**config.mk**
```make
export PLATFORM = sky130hd
export DESIGN_NAME = tinyqv_mem_arbiter_flat
export DESIGN_NICKNAME = d
export VERILOG_FILES = /design/src/rtl/tinyqv_mem_arbiter_if.sv /design/src/rtl/tinyqv_mem_arbiter.sv /design/src/flat_wrapper.sv
export SDC_FILE = /design/constraint.sdc
export NUM_CORES = 1
export LEC_CHECK = 0
export ABC_AREA = 1
export BUFFER_PORTS_ARGS = -buffer_cell sky130_fd_sc_hd__buf_2
export CAP_MARGIN = 0
export CORE_MARGIN = 1
export CORE_UTILIZATION = 40
export CTS_BUF_LIST = sky130_fd_sc_hd__clkbuf_4
export DETAILED_ROUTE_END_ITERATION = 16
export MAX_ROUTING_LAYER = met4
export PLACE_DENSITY = 0.59
export SYNTH_ARGS = -nofsm -noshare
export SYNTH_HDL_FRONTEND = slang
export SYNTH_SLANG_ARGS = --single-unit
export TNS_END_PERCENT = 10
```
**constraint.sdc**
```tcl
create_clock -name clk -period 2.6 [get_ports clk]
set_input_delay 0.39 -clock clk [delete_from_list [all_inputs] [get_ports clk]]
set_output_delay 0.39 -clock clk [all_outputs]
set_load 0.02 [all_outputs]
```
**src/rtl/tinyqv_mem_arbiter_if.sv**
```systemverilog
// tinyqv_mem_arbiter_if: CPU-side and QSPI-engine-side bus of the memory arbiter; slave = arbiter, master = CPU plus engine
interface tinyqv_mem_arbiter_if;
  logic [22:0] instr_addr;
  logic        instr_fetch_restart;
  logic        instr_fetch_stall;
  logic        instr_fetch_started;
  logic        instr_fetch_stopped;
  logic [15:0] instr_data;
  logic        instr_ready;
  logic [24:0] data_addr;
  logic [1:0]  data_write_n;
  logic [1:0]  data_read_n;
  logic        data_continue;
  logic [31:0] data_wdata;
  logic        data_ready;
  logic [31:0] data_rdata;
  logic        spi_start;
  logic [24:0] spi_addr;
  logic        spi_write;
  logic        spi_stop;
  logic        spi_busy;
  logic        spi_rvalid;
  logic [7:0]  spi_rbyte;
  logic        spi_wreq;
  logic [7:0]  spi_wbyte;
  modport slave (
    input  instr_addr, instr_fetch_restart, instr_fetch_stall, data_addr, data_write_n, data_read_n,
           data_continue, data_wdata, spi_busy, spi_rvalid, spi_rbyte, spi_wreq,
    output instr_fetch_started, instr_fetch_stopped, instr_data, instr_ready, data_ready, data_rdata,
           spi_start, spi_addr, spi_write, spi_stop, spi_wbyte
  );
  modport master (
    output instr_addr, instr_fetch_restart, instr_fetch_stall, data_addr, data_write_n, data_read_n,
           data_continue, data_wdata, spi_busy, spi_rvalid, spi_rbyte, spi_wreq,
    input  instr_fetch_started, instr_fetch_stopped, instr_data, instr_ready, data_ready, data_rdata,
           spi_start, spi_addr, spi_write, spi_stop, spi_wbyte
  );
endinterface

```
**src/rtl/tinyqv_mem_arbiter.sv**
```systemverilog
// tinyqv_mem_arbiter: serialises CPU fetch/load/store onto a byte engine; ports clk, rstn (async low), bus (slave modport)
module tinyqv_mem_arbiter (
  input logic                  clk,
  input logic                  rstn,
  tinyqv_mem_arbiter_if.slave  bus
);
  typedef enum logic [2:0] {IDLE, INSTR, DREAD, DWRITE, STOPPING, DWAIT} state_t;
  state_t      state_q;
  logic [1:0]  cnt_q, sz_q;
  logic        odd_q, rel_q;
  logic [24:0] cur_q;
  logic [31:0] wd_q, buf_q;
  logic        started_q, stopped_q, iready_q, dready_q, start_q, write_q, stop_q;
  logic [15:0] idata_q;
  logic [31:0] rdata_q;
  logic [24:0] addr_q;
  logic [7:0]  wbyte_q;
  logic        wr_req, rd_req, dreq, is_last, seq_ok;
  logic [1:0]  last_idx, cnt_nx, req_sz;
  logic [31:0] asm_d, wsh_d;
  logic [24:0] end_d;
  always_comb begin
    wr_req   = bus.data_write_n != 2'b11;
    rd_req   = bus.data_read_n != 2'b11;
    dreq     = wr_req | rd_req;
    req_sz   = wr_req ? bus.data_write_n : bus.data_read_n;
    last_idx = {sz_q[1], |sz_q};
    is_last  = cnt_q == last_idx;
    cnt_nx   = cnt_q + 2'd1;
    asm_d    = buf_q | ({24'b0, bus.spi_rbyte} << {cnt_q, 3'b000});
    wsh_d    = wd_q >> {cnt_nx, 3'b000};
    end_d    = cur_q + {23'b0, last_idx} + 25'd1;
    seq_ok   = bus.data_addr == cur_q && (wr_req == write_q);
  end
  always_ff @(posedge clk or negedge rstn) begin
    if (!rstn) begin
      state_q <= IDLE;
      cnt_q <= '0;
      sz_q <= '0;
      odd_q <= 1'b0;
      rel_q <= 1'b0;
      cur_q <= '0;
      wd_q <= '0;
      buf_q <= '0;
      started_q <= 1'b0;
      stopped_q <= 1'b0;
      iready_q <= 1'b0;
      dready_q <= 1'b0;
      start_q <= 1'b0;
      write_q <= 1'b0;
      stop_q <= 1'b0;
      idata_q <= '0;
      rdata_q <= '0;
      addr_q <= '0;
      wbyte_q <= '0;
    end else begin
      started_q <= 1'b0;
      stopped_q <= 1'b0;
      iready_q <= 1'b0;
      dready_q <= 1'b0;
      start_q <= 1'b0;
      stop_q <= 1'b0;
      case (state_q)
        IDLE: if (!bus.spi_busy && (dreq || bus.instr_fetch_restart)) begin
          start_q <= 1'b1;
          cnt_q <= '0;
          buf_q <= '0;
          if (dreq) begin
            addr_q <= bus.data_addr;
            cur_q <= bus.data_addr;
            write_q <= wr_req;
            sz_q <= req_sz;
            wd_q <= bus.data_wdata;
            wbyte_q <= bus.data_wdata[7:0];
            state_q <= wr_req ? DWRITE : DREAD;
          end else begin
            addr_q <= {bus.instr_addr, 1'b0};
            write_q <= 1'b0;
            odd_q <= 1'b0;
            started_q <= 1'b1;
            state_q <= INSTR;
          end
        end
        // Stop decisions only on the odd byte so a halfword is never split.
        INSTR: if (bus.spi_rvalid) begin
          odd_q <= !odd_q;
          if (!odd_q) idata_q[7:0] <= bus.spi_rbyte;
          else begin
            idata_q[15:8] <= bus.spi_rbyte;
            iready_q <= 1'b1;
            if (bus.instr_fetch_stall || dreq) begin
              stop_q <= 1'b1;
              stopped_q <= 1'b1;
              state_q <= STOPPING;
            end
          end
        end
        DREAD: if (bus.spi_rvalid) begin
          buf_q <= asm_d;
          cnt_q <= cnt_nx;
          if (is_last) begin
            rdata_q <= asm_d;
            dready_q <= 1'b1;
            cur_q <= end_d;
            rel_q <= 1'b0;
            state_q <= DWAIT;
          end
        end
        DWRITE: if (bus.spi_wreq) begin
          cnt_q <= cnt_nx;
          wbyte_q <= wsh_d[7:0];
          if (is_last) begin
            dready_q <= 1'b1;
            cur_q <= end_d;
            rel_q <= 1'b0;
            state_q <= DWAIT;
          end
        end
        // rel_q marks that the completed request has been withdrawn, so any request seen afterwards is a new one.
        DWAIT: begin
          if (!dreq && bus.data_continue) rel_q <= 1'b1;
          if (rel_q && dreq && seq_ok) begin
            cnt_q <= '0;
            buf_q <= '0;
            sz_q <= req_sz;
            wd_q <= bus.data_wdata;
            wbyte_q <= bus.data_wdata[7:0];
            state_q <= wr_req ? DWRITE : DREAD;
          end else if ((!dreq && !bus.data_continue) || (rel_q && dreq)) begin
            stop_q <= 1'b1;
            state_q <= STOPPING;
          end
        end
        STOPPING: if (!bus.spi_busy) state_q <= IDLE;
        default: state_q <= IDLE;
      endcase
    end
  end
  assign bus.instr_fetch_started = started_q;
  assign bus.instr_fetch_stopped = stopped_q;
  assign bus.instr_data          = idata_q;
  assign bus.instr_ready         = iready_q;
  assign bus.data_ready          = dready_q;
  assign bus.data_rdata          = rdata_q;
  assign bus.spi_start           = start_q;
  assign bus.spi_addr            = addr_q;
  assign bus.spi_write           = write_q;
  assign bus.spi_stop            = stop_q;
  assign bus.spi_wbyte           = wbyte_q;
endmodule
```
**src/flat_wrapper.sv**
```systemverilog
// flat-port wrapper written by rule: the top's interface ports become plain ports
module tinyqv_mem_arbiter_flat 
  (clk, rstn, bus_instr_addr, bus_instr_fetch_restart, bus_instr_fetch_stall, bus_data_addr, bus_data_write_n, bus_data_read_n, bus_data_continue, bus_data_wdata, bus_spi_busy, bus_spi_rvalid, bus_spi_rbyte, bus_spi_wreq, bus_instr_fetch_started, bus_instr_fetch_stopped, bus_instr_data, bus_instr_ready, bus_data_ready, bus_data_rdata, bus_spi_start, bus_spi_addr, bus_spi_write, bus_spi_stop, bus_spi_wbyte);
  tinyqv_mem_arbiter_if bus_i ();
  input logic clk;
  input logic rstn;
  input wire logic [$bits(bus_i.instr_addr)-1:0] bus_instr_addr;
  input wire logic [$bits(bus_i.instr_fetch_restart)-1:0] bus_instr_fetch_restart;
  input wire logic [$bits(bus_i.instr_fetch_stall)-1:0] bus_instr_fetch_stall;
  input wire logic [$bits(bus_i.data_addr)-1:0] bus_data_addr;
  input wire logic [$bits(bus_i.data_write_n)-1:0] bus_data_write_n;
  input wire logic [$bits(bus_i.data_read_n)-1:0] bus_data_read_n;
  input wire logic [$bits(bus_i.data_continue)-1:0] bus_data_continue;
  input wire logic [$bits(bus_i.data_wdata)-1:0] bus_data_wdata;
  input wire logic [$bits(bus_i.spi_busy)-1:0] bus_spi_busy;
  input wire logic [$bits(bus_i.spi_rvalid)-1:0] bus_spi_rvalid;
  input wire logic [$bits(bus_i.spi_rbyte)-1:0] bus_spi_rbyte;
  input wire logic [$bits(bus_i.spi_wreq)-1:0] bus_spi_wreq;
  output wire logic [$bits(bus_i.instr_fetch_started)-1:0] bus_instr_fetch_started;
  output wire logic [$bits(bus_i.instr_fetch_stopped)-1:0] bus_instr_fetch_stopped;
  output wire logic [$bits(bus_i.instr_data)-1:0] bus_instr_data;
  output wire logic [$bits(bus_i.instr_ready)-1:0] bus_instr_ready;
  output wire logic [$bits(bus_i.data_ready)-1:0] bus_data_ready;
  output wire logic [$bits(bus_i.data_rdata)-1:0] bus_data_rdata;
  output wire logic [$bits(bus_i.spi_start)-1:0] bus_spi_start;
  output wire logic [$bits(bus_i.spi_addr)-1:0] bus_spi_addr;
  output wire logic [$bits(bus_i.spi_write)-1:0] bus_spi_write;
  output wire logic [$bits(bus_i.spi_stop)-1:0] bus_spi_stop;
  output wire logic [$bits(bus_i.spi_wbyte)-1:0] bus_spi_wbyte;
  assign bus_i.instr_addr = bus_instr_addr;
  assign bus_i.instr_fetch_restart = bus_instr_fetch_restart;
  assign bus_i.instr_fetch_stall = bus_instr_fetch_stall;
  assign bus_i.data_addr = bus_data_addr;
  assign bus_i.data_write_n = bus_data_write_n;
  assign bus_i.data_read_n = bus_data_read_n;
  assign bus_i.data_continue = bus_data_continue;
  assign bus_i.data_wdata = bus_data_wdata;
  assign bus_i.spi_busy = bus_spi_busy;
  assign bus_i.spi_rvalid = bus_spi_rvalid;
  assign bus_i.spi_rbyte = bus_spi_rbyte;
  assign bus_i.spi_wreq = bus_spi_wreq;
  assign bus_instr_fetch_started = bus_i.instr_fetch_started;
  assign bus_instr_fetch_stopped = bus_i.instr_fetch_stopped;
  assign bus_instr_data = bus_i.instr_data;
  assign bus_instr_ready = bus_i.instr_ready;
  assign bus_data_ready = bus_i.data_ready;
  assign bus_data_rdata = bus_i.data_rdata;
  assign bus_spi_start = bus_i.spi_start;
  assign bus_spi_addr = bus_i.spi_addr;
  assign bus_spi_write = bus_i.spi_write;
  assign bus_spi_stop = bus_i.spi_stop;
  assign bus_spi_wbyte = bus_i.spi_wbyte;
  tinyqv_mem_arbiter u_core (.clk(clk), .rstn(rstn), .bus(bus_i));
endmodule
```
==> impl_metrics.toml <==
[yosys]
netlist_area_um2 = 9620
synth-seq-area-share_pct = 48.4
avgSynthCellArea_um2 = 7.49
yosys_register_bits = 186
syn-num-nets = 1388
synth_edf_count = 0
synth_top_cell_by_area = "dfrtp_1"
synth.area.top_cells = "dfrtp_1, nand2_1, o21ai_0, inv_1, nor2_1"
ys.flop_type = "dfrtp_1"
synth.top_cell.area_share_pct = 48.4
synth_warnings = 0
synth_cell_types = 43
synth_common_cells = "nand2_1, dfrtp_1, o21ai_0, inv_1, nor2_1"
synthMostInstantiatedCell = "nand2_1"
synthCells = 1285
async_reset_ff_share_pct = 100

[critical_path]
crit_path_max_incr_delay_ns = 0.49
reg2reg_depth = 12
end_kind = "register"
crit_required_ns = 3.06
cp-start-kind = "register"
crit_chain = "nor2_1, ha_1, inv_1, fa_1, inv_1, nor2_1, nand4_1, nor2_4, nand3_2, o21ai_0, a21oi_1, a21oi_1"
cpMaxStageDelayCell = "fa_1"
critPathArrivalTime_ns = 2.79
cp_max_fo = 5
crit_type = "register to register"

[timing]
tns_ns = 0
period_share_pct = 89.5
max_freq_ghz = 0.430
clock_skew_ns = 0.0293
drv_slew = 0
rsz0062_at_grt = "no"
setup_viol = 0
tightest_slew_ns = 0.628
maxSlewHeadroom_pct = 57.8
period_minus_slack_ns = 2.33
hold_violations = 0

[outcome]
status = "finished, final reports clean"

[die]
core_um2 = 23500
die_h_um = 157
rows = 56
start_util_pct = 40.9
die_x_um = 157
dieArea_um2 = 24700
ios = 188

[place]
place.port_buffers = 187
place_congestion = 0.927
place_hpwl_um = 20000

[cts]
cts_tree = "yes"
clock_path_buffers = 2
h-tree-depth = 4
clk_pin_slew_ns = 0.16
numCtsBuffers = 17
clock_latency_ns = 0.58
cts.sinks = 186
cts_root_buffer = "clkbuf_4"

[final_layout]
fillers = 2440
register_area_um2 = 4650
multi_input_area_um2 = 4230
drive_above_1_share_pct = 19.0
fin_nets = 1568
area.growth.synth_to_final_pct = 17.5

[run]
max-cap-violations = 0

[power_and_ir_drop]
total_power_mw = 13.1
ir_drop_mv = 0.459
p_leak_nw = 6.00
p_per_area_nw_per_um2 = 1160

[global_routing]
antenna_found_initial = 1
grt_use_total_pct = 24.6
grt_pass1_vias = 8604
overflow = 0
grt_max_degree = 65
grt_first_pass_wirelength_um = 45800

[route]
drt_iter0_drc = 761
via_per_inst = 5.09
finalWirelength_um = 28500
antenna_left = 0
num_vias = 9153
drtPass1Iterations = 5
wl_per_cell_um = 15.9
drc = 0

[worst_hold_path]
hp-class = "input port to register"
whs_path_depth = 3
==> report_power, final <==
part | internal, mW | switching [mW]
registers | 4.05 | 0.809
logic | 2.05 | 4.55
clock network | 0.593 | 1.06
total | 6.69 | 6.41
==> cell families after synthesis <==
| logic type | Yosys count | share of synthesized area (%) |
|---|---|---|
| simple gates | 663 | 28.7 |
| compound gates | 236 | 14.0 |
| buf+inv | 189 | 7.77 |
| flops | 186 | 48.4 |
| xor+xnor | 6 | 0.546 |
| fa+ha+maj | 3 | 0.468 |
| mux | 2 | 0.208 |
==> layout make-up <==
type                            instances  area share [%]
Multi-Input combinational cell        910            37.4
Tap cell                              319            3.53
Timing Repair Buffer                  224            11.3
Inverter                              126            4.18
Sequential cell                       186            41.2
Clock inverter                         13            1.26
Antenna cell                            1          0.0221
Clock buffer                           18            1.20
==> worst max-delay path, delay by kind of cell (launching register included) <==
family | cells | cell delay [ns]
flops | 1 | 0.41
simple gates | 5 | 0.63
compound gates | 3 | 0.33
buf+inv | 2 | 0.20
fa+ha+maj | 2 | 0.66
==> flip-flops by register name (all words and copies together) (netlist names), 2 cells and up <==
| signal | cells |
|---|---|
| u_core.buf_q | 32 |
| u_core.wd_q | 32 |
| u_core.bus.data_rdata | 32 |
| u_core.bus.spi_wbyte | 8 |
| u_core.cnt_q | 2 |
| u_core.bus.spi_addr | 25 |
| u_core.cur_q | 25 |
| u_core.bus.instr_data | 16 |
| u_core.state_q | 3 |
| u_core.sz_q | 2 |
==> path summary, 6_finish.rpt <==
path,startpoint,to,slack (ns)
max,u_core.sz_q[0],u_core.cur_q[16],0.27
min,bus_data_wdata[21],u_core.wd_q[21],0.04
max reg2reg,u_core.sz_q[0],u_core.cur_q[16],0.27
min reg2reg,u_core.buf_q[19],u_core.buf_q[19],0.48
max in group asynchronous,rstn,u_core.sz_q[0],1.55
min in group asynchronous,rstn,u_core.bus.spi_addr[10],0.28
==> through the flow <==
step | hold slack, ns | setup slack [ns] | area (um^2) | cells | utilization (%)
final | 0.0440 | 0.273 | 11300 | 1797 | 48.0
after global routing | 0.00493 | 0.0477 | 11300 | 1797 | 48.0
after CTS | 0.000574 | 0.238 | 11300 | 1792 | 47.8
after detailed placement | 0.344 | 0.249 | 10900 | 1753 | 46.3
after global placement | 0.349 | 0.329 | 10900 | 1753 | 46.3
after floorplan | 0.0944 | 0.467 | 9620 | 1285 | -
==> layout by cell type (no fill, tap or decap), types with 3 or more instances in the layout <==
cell and count:
clkinv_1 3, clkinv_2 3, a31oi_1 8, clkbuf_4 18, buf_2 186, nor2_4 5
nand2_2 5, dfrtp_1 186, o21bai_1 17, o22ai_1 7, inv_1 113, o21ai_0 140
o32ai_1 6, o211ai_1 5, a22oi_1 3, nor3_1 11, xor2_1 4, nand2_1 438
buf_4 25, inv_2 11, dlygate4sd3_1 10, nand3_1 62, a21oi_1 24, nor2_1 93
o21ai_1 11, a31o_2 8, nand4_1 41, inv_6 5
==> metal layers <==
metal / vias to the layer above / GRT usage (%) / routed length (um)
met5: - / - / 0
met4: 0 / 6.01 / 422
met3: 36 / 4.57 / 1830
met2: 320 / 35.0 / 12200
met1: 4275 / 35.7 / 14100
li1: 4522 / - / -
==> repair_timing <==
action / CTS / global route
endpoints found under the hold margin: 45 / 2
endpoints found under the setup margin: 0 / 2
resized for setup: 0 / 2
hold buffers: 8 / 2
setup buffers: 0 / 2
Note: power is estimated with default switching activity, not from simulation.
